$ cat config.mk
export PLATFORM = sky130hd
export DESIGN_NAME = game_controller
export DESIGN_NICKNAME = d
export VERILOG_FILES = /design/src/rtl/game_pkg.sv /design/src/rtl/game_controller_bcd_counter3.sv /design/src/rtl/game_controller.sv
export SDC_FILE = /design/constraint.sdc
export NUM_CORES = 1
export LEC_CHECK = 0
export ABC_CLOCK_PERIOD_IN_PS = 3400
export CORE_MARGIN = 1.5
export CORE_UTILIZATION = 37
export CTS_CLUSTER_DIAMETER = 100
export DETAILED_ROUTE_END_ITERATION = 16
export SLEW_MARGIN = 20
export SYNTH_ARGS = -nofsm -noshare
export SYNTH_HDL_FRONTEND = slang
export SYNTH_SLANG_ARGS = --single-unit
$ cat constraint.sdc
create_clock -name clock -period 3.4 [get_ports clock]
set_input_delay 0.34 -clock clock [delete_from_list [all_inputs] [get_ports clock]]
set_output_delay 0.34 -clock clock [all_outputs]
set_load 0.02 [all_outputs]
$ cat src/rtl/game_pkg.sv
// Shared definitions for the game: status encodings seen by the pipe generator
// and renderer, BCD score geometry and a BCD magnitude compare.
package game_pkg;

  localparam logic [2:0] ST_IDLE  = 3'd0;
  localparam logic [2:0] ST_READY = 3'd1;
  localparam logic [2:0] ST_PLAY  = 3'd2;
  localparam logic [2:0] ST_DYING = 3'd3;
  localparam logic [2:0] ST_OVER  = 3'd4;

  localparam int BCD_W      = 4;
  localparam int BCD_DIGITS = 3;
  localparam int SCORE_W    = BCD_W * BCD_DIGITS;

  // Valid BCD keeps digit weights ordered, so a plain unsigned compare is exact.
  function automatic logic bcd_gt(input logic [SCORE_W-1:0] a,
                                  input logic [SCORE_W-1:0] b);
    return a > b;
  endfunction

endpackage

$ cat src/rtl/game_controller_bcd_counter3.sv
// Three-digit BCD up-counter with synchronous clear and saturation at 999.
module bcd_counter3
  import game_pkg::*;
(
  input  logic               clock,
  input  logic               reset,
  input  logic               clear,
  input  logic               inc,
  output logic [SCORE_W-1:0] value
);

  localparam logic [SCORE_W-1:0] MAX_VALUE = 12'h999;
  localparam logic [BCD_W-1:0]   DIGIT_MAX = 4'd9;

  logic [SCORE_W-1:0] value_inc;

  // NOTE: every always_comb output gets a default first, so no path can leave it unassigned and infer a latch.
  always_comb begin
    value_inc = value;
    if (value[3:0] != DIGIT_MAX) begin
      value_inc[3:0] = value[3:0] + 4'd1;
    end else begin
      value_inc[3:0] = '0;
      if (value[7:4] != DIGIT_MAX) begin
        value_inc[7:4] = value[7:4] + 4'd1;
      end else begin
        value_inc[7:4]  = '0;
        value_inc[11:8] = value[11:8] + 4'd1;
      end
    end
  end

  // NOTE: sequential state uses non-blocking assignments so all flops update together at the edge.
  always_ff @(posedge clock or posedge reset) begin
    if (reset) begin
      value <= '0;
    end else if (clear) begin
      value <= '0;
    end else if (inc && (value != MAX_VALUE)) begin
      value <= value_inc;
    end
  end

endmodule

$ cat src/rtl/game_controller.sv
// Game sequencer: synchronizes frame sync and button, debounces presses per
// frame, runs IDLE/READY/PLAY/DYING/OVER and keeps BCD score and best score.
module game_controller
  import game_pkg::*;
#(
  parameter int unsigned READY_FRAMES = 60,
  parameter int unsigned DEATH_FRAMES = 30
) (
  input  logic               clock,
  input  logic               reset,
  input  logic               vga_sync,
  input  logic               button,
  input  logic               collision,
  input  logic               pipe_refresh,
  output logic [2:0]         status,
  output logic               flap,
  output logic               frame_tick,
  output logic [SCORE_W-1:0] score,
  output logic [SCORE_W-1:0] best
);

  localparam logic [7:0] READY_LAST = 8'(READY_FRAMES - 1);
  localparam logic [7:0] DEATH_LAST = 8'(DEATH_FRAMES - 1);

  logic       vga_s1, vga_s2, vga_s2_d;
  logic       btn_s1, btn_s2, btn_s2_d;
  logic       press_raw;
  logic       armed;
  logic       press_ok;
  logic [7:0] frame_cnt;
  logic [2:0] next_status;
  logic       flap_next;

  always_ff @(posedge clock or posedge reset) begin
    if (reset) begin
      vga_s1     <= 1'b0;
      vga_s2     <= 1'b0;
      vga_s2_d   <= 1'b0;
      frame_tick <= 1'b0;
      btn_s1     <= 1'b0;
      btn_s2     <= 1'b0;
      btn_s2_d   <= 1'b0;
      press_raw  <= 1'b0;
      armed      <= 1'b1;
    end else begin
      vga_s1     <= vga_sync;
      vga_s2     <= vga_s1;
      vga_s2_d   <= vga_s2;
      frame_tick <= vga_s2 & ~vga_s2_d;
      btn_s1     <= button;
      btn_s2     <= btn_s1;
      btn_s2_d   <= btn_s2;
      press_raw  <= btn_s2 & ~btn_s2_d;
      // Acceptance disarms; the next frame re-arms, limiting presses to one per frame.
      if (press_ok) begin
        armed <= 1'b0;
      end else if (frame_tick) begin
        armed <= 1'b1;
      end
    end
  end

  assign press_ok = press_raw & armed;

  always_comb begin
    next_status = status;
    case (status)
      ST_IDLE:  if (press_ok) next_status = ST_READY;
      ST_READY: begin
        if (press_ok || (frame_tick && (frame_cnt == READY_LAST))) begin
          next_status = ST_PLAY;
        end
      end
      ST_PLAY:  if (collision) next_status = ST_DYING;
      ST_DYING: if (frame_tick && (frame_cnt == DEATH_LAST)) next_status = ST_OVER;
      ST_OVER:  if (press_ok) next_status = ST_IDLE;
      default:  next_status = ST_IDLE;
    endcase
  end

  // A collision in the same cycle as a press wins: the bird is already dying.
  assign flap_next = press_ok &&
                     ((status == ST_READY) || ((status == ST_PLAY) && !collision));

  always_ff @(posedge clock or posedge reset) begin
    if (reset) begin
      status    <= ST_IDLE;
      flap      <= 1'b0;
      frame_cnt <= '0;
      best      <= '0;
    end else begin
      status <= next_status;
      flap   <= flap_next;
      if (next_status != status) begin
        frame_cnt <= '0;
      end else if (frame_tick) begin
        frame_cnt <= frame_cnt + 8'd1;
      end
      if ((status == ST_DYING) && (next_status == ST_OVER) && bcd_gt(score, best)) begin
        best <= score;
      end
    end
  end

  bcd_counter3 u_score (
    .clock (clock),
    .reset (reset),
    .clear (next_status == ST_IDLE),
    .inc   ((status == ST_PLAY) && pipe_refresh),
    .value (score)
  );

endmodule

==> metrics.md <==
| Metric | Value |
|---|---|
| Status | completed |
| Synth Flop Type | dfrtp_1 |
| Final Max Slew Viols | 0 |
| RePlAce Congestion | 0.744 |
| Layout fillers | 599 |
| Standard-cell rows | 29 |
| Die area | between 6000 and 7000 µm² |
| Critical path required time | 3600 ps |
| Flop pwr share | 48.8% |
| Cells on worst reg2reg path | 7 |
| Hold Path Class | flop to flop |
| ANT cells | 0 |
| Worst Setup Path Type | flop to flop |
| Detailed placer's ending HPWL | 3230 µm |
| DR WL/cell | 13.2 µm |
| RR Endpoint | best[6] |
| Setup-failing EPs final | 0 |
| Synthesized flop and latch total | 45 |
| Die Ht | 83.6 µm |
| Final core occ | 46.2% |
| Design area | 2910 µm² |
| Cts hold-fix bufs | 0 |
| Sequence of cells on the critical path | ha_1 -> nand4_1 -> nor3_1 -> o31ai_1 -> a221oi_2 -> buf_4 -> mux2_2 |
| # DRC | 0 |
| Slowest CP cell | dfrtp_1 |
| Final hold viol count | 0 |
| Clk slew on worst S/H paths | around 100 ps |
| Combinational power share | 24.4% |
| Core area | 6310 µm² |
| Post-DP Area | 2820 µm² |
| Placed Cells | 333 |
| Number of synthesized flops with an enable pin | 0 |
| Post-cts sizing count | 0 |
| Num CTS Buffers | 5 |
| Worst reg2reg setup slack | 1010 ps |
| Arr. time, crit path | 2580 ps |
| Sw power | 469 µW |
| Clk Latency, worst-skew pair | ~300 ps |
| Synthesis Warnings | 0 |
| Layout cells sized above 1 | 11.7% |
| Worst slack, placed | approximately 1000 ps |
| Syn nets | 253 |
| H-Tree Depth | 2 |
| Nets | 289 |
| Slew HR | 38.2% |
| Yosys cell types | 46 |
| Root buf cell | clkbuf_8 |
| Via count | 1681 |
| Switch share | roughly a third |
| Slowest Stage Delay on Critical Path | about 460 ps |
| Power per cell area | 466 nW/µm² |
| Clock share of power | between 20% and 30% |
| Mapped cell area | approximately 2400 µm² |
| Setup slack after layout | 1010 ps |
| Die width | 83.6 µm |
| Via-to-Cell Ratio | 4.93 |
| Max Fclk | 419 MHz |
| Fin cells | 341 |
| Peak supply drop | approximately 0.00022 V |
| Critical Path Start | u_score.value[10] |
| Worst Setup Start Kind | flop |
| Worst Skew | roughly 4.3 ps |
| Commonest cells after routing, fill and taps aside | dfrtp_1 (44), clkdlybuf4s50_1 (34), nor2_1 (29) |
| Port buffer count | 34 |
| Clock tree sinks | 45 |
| Post-synth ARST share | 100% |
| Leakage power | 1.29 nW |
| DRT Pass-1 Iters | 4 |
| Worst Hold Path Cells | 0 |
| Worst path top cell family by delay | flip-flops |
| Post-Syn Instances | between 200 and 250 |
| CP Max Fanout | 8 |
| Internal Power | between 800 and 900 µW |
| Post-CTS Repair Setup Buffers | 0 |
| Sequential-to-total area share from yosys stat | 46.9% |
| Maxcap violations | 0 |
| WP depth | 7 |
| FF-to-FF Start | u_score.value[10] |
| DRT Wirelength | 4500 µm |
| Final period util | between 70 and 80% |
| Initial DRC count | 97 |
| Clk buf depth | 2 |
| Worst setup path endpoint | best[6] |
| Largest net degree at the start of global routing | 46 |
| Tmin final | roughly 2400 ps |
| Total GRT Usage | 14.0% |
| Worst setup EP type | flop |
| Post-DRT Antenna Nets | 0 |
| Initial antenna violation count | 0 |
| Mapped Avg Cell Area | 10.6 µm² |
| Global-route wire length before repair | 7940 µm |
| WP buf/inv | 1 |
| Area Growth Syn to Fin | 21.3% |
| Commonest non-fill, non-tap cell in the layout | dfrtp_1 |
| IO Pins | 35 |
| Vias in the first global route | 1690 |
| CTS tree | yes |
| RSZ-0062 raised after global routing | no |
| Final setup TNS | 0 ps |
| Measured slew at the worst slew-check pin | 924 ps |
| Initial Utilization | 38.0% |
| Grt ovf | 0 |
[power groups by stage]
| stage | registers, mW | logic [mW] | clock network [mW] |
|---|---|---|---|
| after detailed placement | 0.674 | 0.334 | 0 |
| after global routing | 0.675 | 0.378 | 0.404 |
| after global placement | 0.673 | 0.331 | 0 |
| after CTS | 0.663 | 0.337 | 0.384 |
| final | 0.663 | 0.332 | 0.364 |
| after floorplan | 0.678 | 0.215 | 0 |
[synth_stat cells, drive strengths merged (5+ instances only)]
master	count	area (µm²)
a211oi	5	42.5
a21oi	13	65.1
dfrtp	44	1100
ha	20	250
inv	21	78.8
mux2	9	128
nand2	15	56.3
nand4	5	31.3
nor2	29	109
nor3	5	25.0
o21ai	5	28.8
xnor2	5	43.8
xor2	6	52.6
[worst min path at each step]
stage | from | endpoint | slack [ps]
2_1_floorplan | btn_s1 | btn_s2 | 330
5_1_grt | btn_s1 | btn_s2 | 370
4_1_cts | btn_s1 | btn_s2 | 360
3_3_place_gp | btn_s1 | btn_s2 | 330
3_5_place_dp | btn_s1 | btn_s2 | 340
6_report | btn_s1 | btn_s2 | 360
[metal layers]
metal	vias to the layer above	wire [µm]	GRT usage [%]
met5	-	0	0
met4	0	61	4.77
met3	6	168	3.17
met2	25	1940	21.1
met1	797	2330	19.9
li1	853	-	-
[final cells by class]
class | count | area [µm²] | area share [%]
multi-input cells | 154 | 1160 | 39.7
flip-flops and latches | 45 | 1130 | 38.7
repair buffers | 36 | 355 | 12.2
well taps | 77 | 96.3 | 3.31
inverters | 21 | 80.1 | 2.75
clock buffers | 5 | 68.8 | 2.36
clock inverters | 3 | 28.8 | 0.988
[worst reg2reg max path: cells and delay by family (launching register included)]
kind	cells	cell delay, ps
adder cells (fa/ha/maj)	1	360
multiplexers	1	350
buffers and inverters	1	240
flip-flops	1	460
AND/OR/NAND/NOR	2	450
AO/OA/AOI/OAI	2	420
[through the flow]
stage | hold slack [ps] | total power, mW
after global placement | 332 | 1.00
after detailed placement | 337 | 1.01
after global routing | 369 | 1.46
final | 359 | 1.36
after floorplan | 331 | 0.893
after CTS | 362 | 1.38
[state kept, by name, summed over array words and instances, names as in the netlist, 3 cells and up]
register,count
best,12
frame_cnt,8
status,3
u_score.value,12
[cell families after synthesis]
kind of cell / Yosys count / synth area share [%]
flip-flops: 45 / 46.9
buffers and inverters: 28 / 4.90
AND/OR/NAND/NOR: 77 / 17.4
XOR/XNOR: 11 / 4.01
adder cells (fa/ha/maj): 20 / 10.4
AO/OA/AOI/OAI: 33 / 9.38
multiplexers: 13 / 6.98
No activity file was read; power rests on OpenSTA's default activity.
